### config.mk
export PLATFORM = sky130hd
export DESIGN_NAME = fwd_bypass_net
export DESIGN_NICKNAME = d
export VERILOG_FILES = /design/src/rtl/fwd_pkg.sv /design/src/rtl/fwd_match.sv /design/src/rtl/fwd_bypass_net.sv
export SDC_FILE = /design/constraint.sdc
export NUM_CORES = 1
export LEC_CHECK = 0
export ABC_AREA = 1
export CORE_MARGIN = 8
export CORE_UTILIZATION = 52
export DETAILED_ROUTE_END_ITERATION = 10
export MAX_ROUTING_LAYER = met4
export PLACE_DENSITY = 0.91
export SLEW_MARGIN = 20
export SYNTH_ARGS = -nofsm -noshare
export SYNTH_HDL_FRONTEND = slang
export SYNTH_SLANG_ARGS = --single-unit
### constraint.sdc
create_clock -name clk -period 4.7 [get_ports clk]
set_input_delay 1.175 -clock clk [delete_from_list [all_inputs] [get_ports clk]]
set_output_delay 1.175 -clock clk [all_outputs]
set_load 0.01 [all_outputs]
### src/rtl/fwd_pkg.sv
// fwd_pkg: shared types and constants for the forwarding/bypass network
package fwd_pkg;
    localparam int SEL_W = 3;
    localparam logic [SEL_W-1:0] SEL_RF = '0;
    // Per-entry status; waddr/data are width-parameterised and kept alongside in the top
    typedef struct packed {
        logic valid;
        logic rdy;
    } fwd_entry_t;
endpackage

### src/rtl/fwd_match.sv
// fwd_match: priority lookup of one source register against all in-flight entries
// Ports: valid/rdy/waddr/data = entry state (entry 0 youngest), addr/rf = source address and
// register-file value; q = forwarded operand, sel = 0 for register file or k for entry k-1,
// stall = winning entry is not ready yet.
module fwd_match
    import fwd_pkg::*;
#(
    parameter int DATA_W = 32,
    parameter int REG_AW = 5,
    parameter int DEPTH  = 3
) (
    input  logic [DEPTH-1:0]        valid,
    input  logic [DEPTH-1:0]        rdy,
    input  logic [DEPTH*REG_AW-1:0] waddr,
    input  logic [DEPTH*DATA_W-1:0] data,
    input  logic [REG_AW-1:0]       addr,
    input  logic [DATA_W-1:0]       rf,
    output logic [DATA_W-1:0]       q,
    output logic [SEL_W-1:0]        sel,
    output logic                    stall
);
    // Walk oldest to youngest so the youngest hit is the one left standing
    always_comb begin
        q = rf;
        sel = SEL_RF;
        stall = 1'b0;
        for (int i = DEPTH - 1; i >= 0; i--)
            if (valid[i] && waddr[i*REG_AW +: REG_AW] == addr && addr != '0) begin
                q = data[i*DATA_W +: DATA_W];
                sel = SEL_W'(i + 1);
                stall = ~rdy[i];
            end
    end
endmodule

### src/rtl/fwd_bypass_net.sv
// fwd_bypass_net: in-flight result tracker with zero-latency operand forwarding and load-use stall
// Ports: clk/resetn (sync active-low); adv shifts entries; flush/in_* describe the incoming result;
// ld_done/ld_data complete the load sitting in entry 1; src_addr/rf_data are packed per-source
// lookups; src_data/src_sel/stall are the forwarding results. Optional FWD_STATS_EN adds stall_cnt.
module fwd_bypass_net
    import fwd_pkg::*;
#(
    parameter int DATA_W  = 32,
    parameter int REG_AW  = 5,
    parameter int DEPTH   = 3,
    parameter int NUM_SRC = 2
) (
    input  logic                      clk,
    input  logic                      resetn,
    input  logic                      adv,
    input  logic                      flush,
    input  logic                      in_valid,
    input  logic [REG_AW-1:0]         in_waddr,
    input  logic [DATA_W-1:0]         in_wdata,
    input  logic                      in_rdy,
    input  logic                      ld_done,
    input  logic [DATA_W-1:0]         ld_data,
    input  logic [NUM_SRC*REG_AW-1:0] src_addr,
    input  logic [NUM_SRC*DATA_W-1:0] rf_data,
    output logic [NUM_SRC*DATA_W-1:0] src_data,
    output logic [NUM_SRC*SEL_W-1:0]  src_sel,
    output logic                      stall
`ifdef FWD_STATS_EN
    ,
    output logic [31:0]               stall_cnt
`endif
);
    // Index of the load-completion slot, clamped so DEPTH=1 still elaborates
    localparam int LD = DEPTH > 1 ? 1 : 0;
    fwd_entry_t [DEPTH-1:0]             fl, fl_n;
    logic       [DEPTH-1:0][REG_AW-1:0] wa, wa_n;
    logic       [DEPTH-1:0][DATA_W-1:0] dat, dat_n;
    logic       [DEPTH-1:0]             vld, rdy;
    logic       [NUM_SRC-1:0]           st;
    // Load completion is applied first so the filled value shifts along with its entry
    always_comb begin
        fl_n = fl;
        wa_n = wa;
        dat_n = dat;
        if (DEPTH > 1 && ld_done && fl[LD].valid && !fl[LD].rdy) begin
            fl_n[LD].rdy = 1'b1;
            dat_n[LD] = ld_data;
        end
        if (adv) begin
            for (int i = DEPTH - 1; i > 0; i--) begin
                fl_n[i] = fl_n[i-1];
                wa_n[i] = wa_n[i-1];
                dat_n[i] = dat_n[i-1];
            end
            fl_n[0].valid = in_valid & ~flush & (in_waddr != '0);
            fl_n[0].rdy = in_rdy;
            wa_n[0] = in_waddr;
            dat_n[0] = in_wdata;
        end
    end
    always_ff @(posedge clk) begin
        fl <= resetn ? fl_n : '0;
        wa <= wa_n;
        dat <= dat_n;
    end
    always_comb begin
        vld = '0;
        rdy = '0;
        for (int i = 0; i < DEPTH; i++) begin
            vld[i] = fl[i].valid;
            rdy[i] = fl[i].rdy;
        end
    end
    for (genvar s = 0; s < NUM_SRC; s++) begin : g_src
        fwd_match #(.DATA_W(DATA_W), .REG_AW(REG_AW), .DEPTH(DEPTH)) u_match (
            .valid (vld),
            .rdy   (rdy),
            .waddr (wa),
            .data  (dat),
            .addr  (src_addr[s*REG_AW +: REG_AW]),
            .rf    (rf_data[s*DATA_W +: DATA_W]),
            .q     (src_data[s*DATA_W +: DATA_W]),
            .sel   (src_sel[s*SEL_W +: SEL_W]),
            .stall (st[s])
        );
    end
    assign stall = |st;
`ifdef FWD_STATS_EN
    always_ff @(posedge clk)
        stall_cnt <= !resetn ? '0 : (stall && stall_cnt != '1) ? stall_cnt + 32'd1 : stall_cnt;
`endif
endmodule

== Yosys cells after proc, flatten, opt, wreduce, memory -nomap -nowiden ==
Cells that the tools add are included.
Word-level totals
  bits in registers: 117
  output and inout bits: 71
  logic and storage cells: 65
Operators by class
  equal/unequal tests: 6
  muxes and demuxes: 22
  bitwise operators: 6
  reductions and logical operators: 19
Operators with widths (number)
  $mux W32: 7
  $mux W64: 1
  $eq A5 B5 Y1: 6
  $reduce_bool A5 Y1: 3
  $logic_and A1 B1 Y1: 14
  $mux W2: 6
  $mux W1: 7
  $not A1 Y1: 4
  $mux W3: 1
  $and A1 B1 Y1: 2
  $reduce_or A2 Y1: 1
  $logic_not A1 Y1: 1

== Longest topological paths before layout ==
  depth after elaboration: 7
  depth in mapped cells: 13
  gate-level depth less buffers: 12

== By module ==
From an unflattened synthesis, not the netlist that was laid out.
Unflattened totals
  cells, all modules: 1186
  area total of the unflattened synthesis: 8230.4 um^2
Modules (own cells, without submodules)
  fwd_bypass_net: times used 1, cells each 420, area an instance 4554.4 um^2
  fwd_match: times used 2, cells each 383, area an instance 1838.0 um^2

== Least setup slack after synthesis ==
OpenSTA, ideal clock, no wires.
  path type: in2out
  from: input port src_addr[9]
  to: output port src_data[43]
  arrival: 2.293 ns
  required time: 3.525 ns
  slack: 1.232 ns
  stages on the path: 11
  path buffers: 2
  cells stage by stage: inv_1 > nand2_1 > nor2_2 > nor2_4 > nand2_4 > buf_6 > buf_6 > nand3_2 > nand2_1 > nor2_1 > nor2_1
Between the ends
  longest elaborated chain between the ends: 6
RTL lines
  start, declared: line fwd_bypass_net.sv:23  | input logic [NUM_SRC*REG_AW-1:0] src_addr,
  $eq A5 B5 Y1: line fwd_match.sv:28  | if (valid[i] && waddr[i*REG_AW +: REG_AW] == addr && addr != '0) begin
  $logic_and A1 B1 Y1 (2 in a row): line fwd_match.sv:28
  $mux W32 (2 in a row): line fwd_match.sv:28
  $mux W32 *: line fwd_match.sv:28
  end, declared: line fwd_bypass_net.sv:25  | output logic [NUM_SRC*DATA_W-1:0] src_data,
Every way passes the cells marked *; elsewhere a longest branch is shown, timed or not.

== Final worst setup path ==
  from: input port src_addr[0]
  to: output port src_data[14]
The elaborated chain is that of the path after synthesis.

==> results.ini <==
[cts]
cts_buffer_depth=2
cts_root_buf=clkbuf_16
htreeDepth=4
cts_buffers=17
clkSlewWorstSetupHoldPaths_ns=0.06
clk_latency_ns=0.43
holdBufCountCts=0
clock-sinks=117
cts_tree=done

[detailed_routing]
ant_nets=0
drt_first_pass_iters=6
top_layer_used=met4
wire_per_inst_um=18.1
via_per_inst=5.58
met1_length_mm=9.83
wl_mm=26.6
dr_wl_met3_mm=3.11
drtIter0Drc=849
num_vias=8176
route.met2.wl_mm=12.6
drc=0

[layout]
multi_input_area_um2=3570
nets=1418
drive_gt1_share_pct=11.6
register_area_um2=3130
fillers=1061
antenna_cells=0
final_core_util_pct=74.9
area_delta_synth_final_pct=42.6

[worst_setup_path]
crit_path_end=src_data[14]
crit_top_cell=nand2_1
critPathRequiredTime_ns=3.52
rr_worst_depth=5
r2r-start=fl[2]
worstSetupStartpoint=src_addr[0]
critPathMaxStageDelay_ns=0.54
worstPathCellList=clkdlybuf4s50_1 > buf_4 > nand2_1 > inv_1 > nor2_1 > nand2_1 > nor2_4 > buf_6 > nand3_1 > nand3_1 > nand2_1 > inv_1 > clkdlybuf4s50_1
cp_max_fo=11
arrival_ns=3.42
crit_path_end_kind=output port
cp-start-kind=primary input
r2r_end=dat[51]
reg2reg_setup_slack_ns=2.79
path_class=in -> out
cpMaxStageDelayCell=clkdlybuf4s50_1

[timing]
holdWs_ns=0.492
fmax_ghz=0.218
rsz0062_at_grt=true
finalHoldViolCount=0
slew_headroom_pct=28.8
skew_ns=0.00909
finalCriticalPeriod_ns=4.59
worstMarginPinSlew_ns=1.07
finalSetupViolCount=0
slew_viol_final=0
period_share_pct=97.8

[synthesis]
synth_area_leader_cell=edfxtp_1
ys_seq_area_share_pct=41.7
ys_top_cells_by_area=edfxtp_1 32%, nand2_1 15%, nand3_1 14%
synth_top_area_share_pct=31.5
postSynthCellCount=1051
yosysWarnings=0
async_flop_share_pct=0
synth_ff_type=edfxtp_1
ys_types=32
ys_ff_latch=117
syn_area_um2=7520
synth.avg_cell_area_um2=7.16
synth_edf_count=79

[global_routing]
grt_pass1_wl_mm=40.3
antenna_found_initial=0
track_usage_pct=28.6
grt_pass1_vias=7990
grt_max_degree=69
overflow=0

[place]
portBuffers=218
hpwl_mm=18.6
gp_congestion=0.952

[floorplan]
initial_core_util_pct=52.5
die_w_um=136
dieArea_um2=18600
rows=44
coreArea_um2=14300
die_h_um=136
io_pins=221

[status]
status=complete, no violations

[job]
drv_cap=0

[power_and_ir_drop]
cellLeakagePower_uw=0.00511
ir_drop_v=0.000303
powerDensity_nw_per_um2=296

[worst_hold_path]
hold_class=reg -> reg

==> layer usage <==
metal / global-route usage (%) / up-vias
met5: - / -
met4: 13.5 / 0
met3: 6.61 / 85
met2: 46.7 / 574
met1: 32.8 / 3700
li1: - / 3817
==> critical path: cells and delay by family <==
family,cells,cell delay (ns)
and+or+nand+nor,7,0.76
buffers and inverters,6,1.49
==> placed cells by master (no fill, tap or decap), types with 4 or more instances in the layout <==
master / instances
nand2_1: 298
clkdlybuf4s50_1: 210
nand3_1: 206
inv_1: 116
nor2_1: 109
edfxtp_1: 79
o21ai_0: 38
dfxtp_1: 38
mux2_2: 32
buf_4: 23
clkbuf_16: 17
inv_2: 14
buf_12: 13
nand3_2: 12
a21oi_1: 10
nor2_4: 8
dlymetal6s2s_1: 7
xnor2_1: 5
buf_6: 5
nand2_2: 4
clkinvlp_4: 4
==> Yosys cell counts (9+ instances only) <==
master and n:
nand2_1 301, nand3_1 206, inv_1 118, nor2_1 112, edfxtp_1 79, dfxtp_1 38
o21ai_0 38, mux2_2 32, buf_2 30, clkbuf_1 12, inv_2 12, nand3_2 12
a21oi_1 10, buf_6 9
==> stage by stage <==
| stage | setup slack (ns) | setup TNS [ns] | cell area (µm²) | instances | power [µW] |
|---|---|---|---|---|---|
| 6_report | 0.105 | 0 | 10700 | 1465 | 3170 |
| 2_1_floorplan | 1.23 | 0 | 7520 | 1052 | 1530 |
| 5_1_grt | -0.0408 | -0.0613 | 10700 | 1465 | 3270 |
| 3_5_place_dp | 0.0647 | 0 | 10100 | 1433 | 1850 |
| 4_1_cts | 0.0392 | 0 | 10700 | 1465 | 3170 |
| 3_3_place_gp | 0.0589 | 0 | 10100 | 1433 | 1830 |
==> cell type report <==
type	count	area share [%]
timing repair buffer	258	25.0
inverter	131	4.66
sequential	117	29.2
tap	184	2.15
clock inverter	13	1.46
clock buffer	19	4.22
multi-input combinational	743	33.3
==> logic make-up after synthesis <==
family	synth area share [%]
other	0.0499
and+or+nand+nor	37.6
muxes	4.79
xor gates and xnor gates	0.582
AOI/OAI and AO/OA	3.91
buffers and inverters	11.4
DFF	41.7
==> power by group <==
| part | switching (µW) | total [µW] | internal, µW |
|---|---|---|---|
| Combinational | 267 | 562 | 295 |
| Clock | 478 | 1330 | 856 |
| Sequential | 67.4 | 1280 | 1210 |
==> repair_timing <==
item                                   4_1_cts  5_1_grt
gates resized for setup                      0       20
setup buffers                                0        0
endpoints found under the hold margin        0        0
setup endpoints to repair                    0       60
==> registers in the layout (all words and copies together), names as in the netlist <==
signal / count
fl: 6
wa: 15
dat: 96
==> worst min-delay path by stage <==
stage	from	end	slack (ns)	cells past startpoint
floorplan	fl[0]	fl[0]	0.44	2
global placement	fl[0]	fl[0]	0.48	2
detailed placement	fl[0]	fl[0]	0.48	2
CTS	fl[0]	fl[0]	0.49	2
global route	fl[0]	fl[0]	0.51	2
finish	fl[0]	fl[0]	0.49	2
No activity file was read; power rests on OpenSTA's default activity.
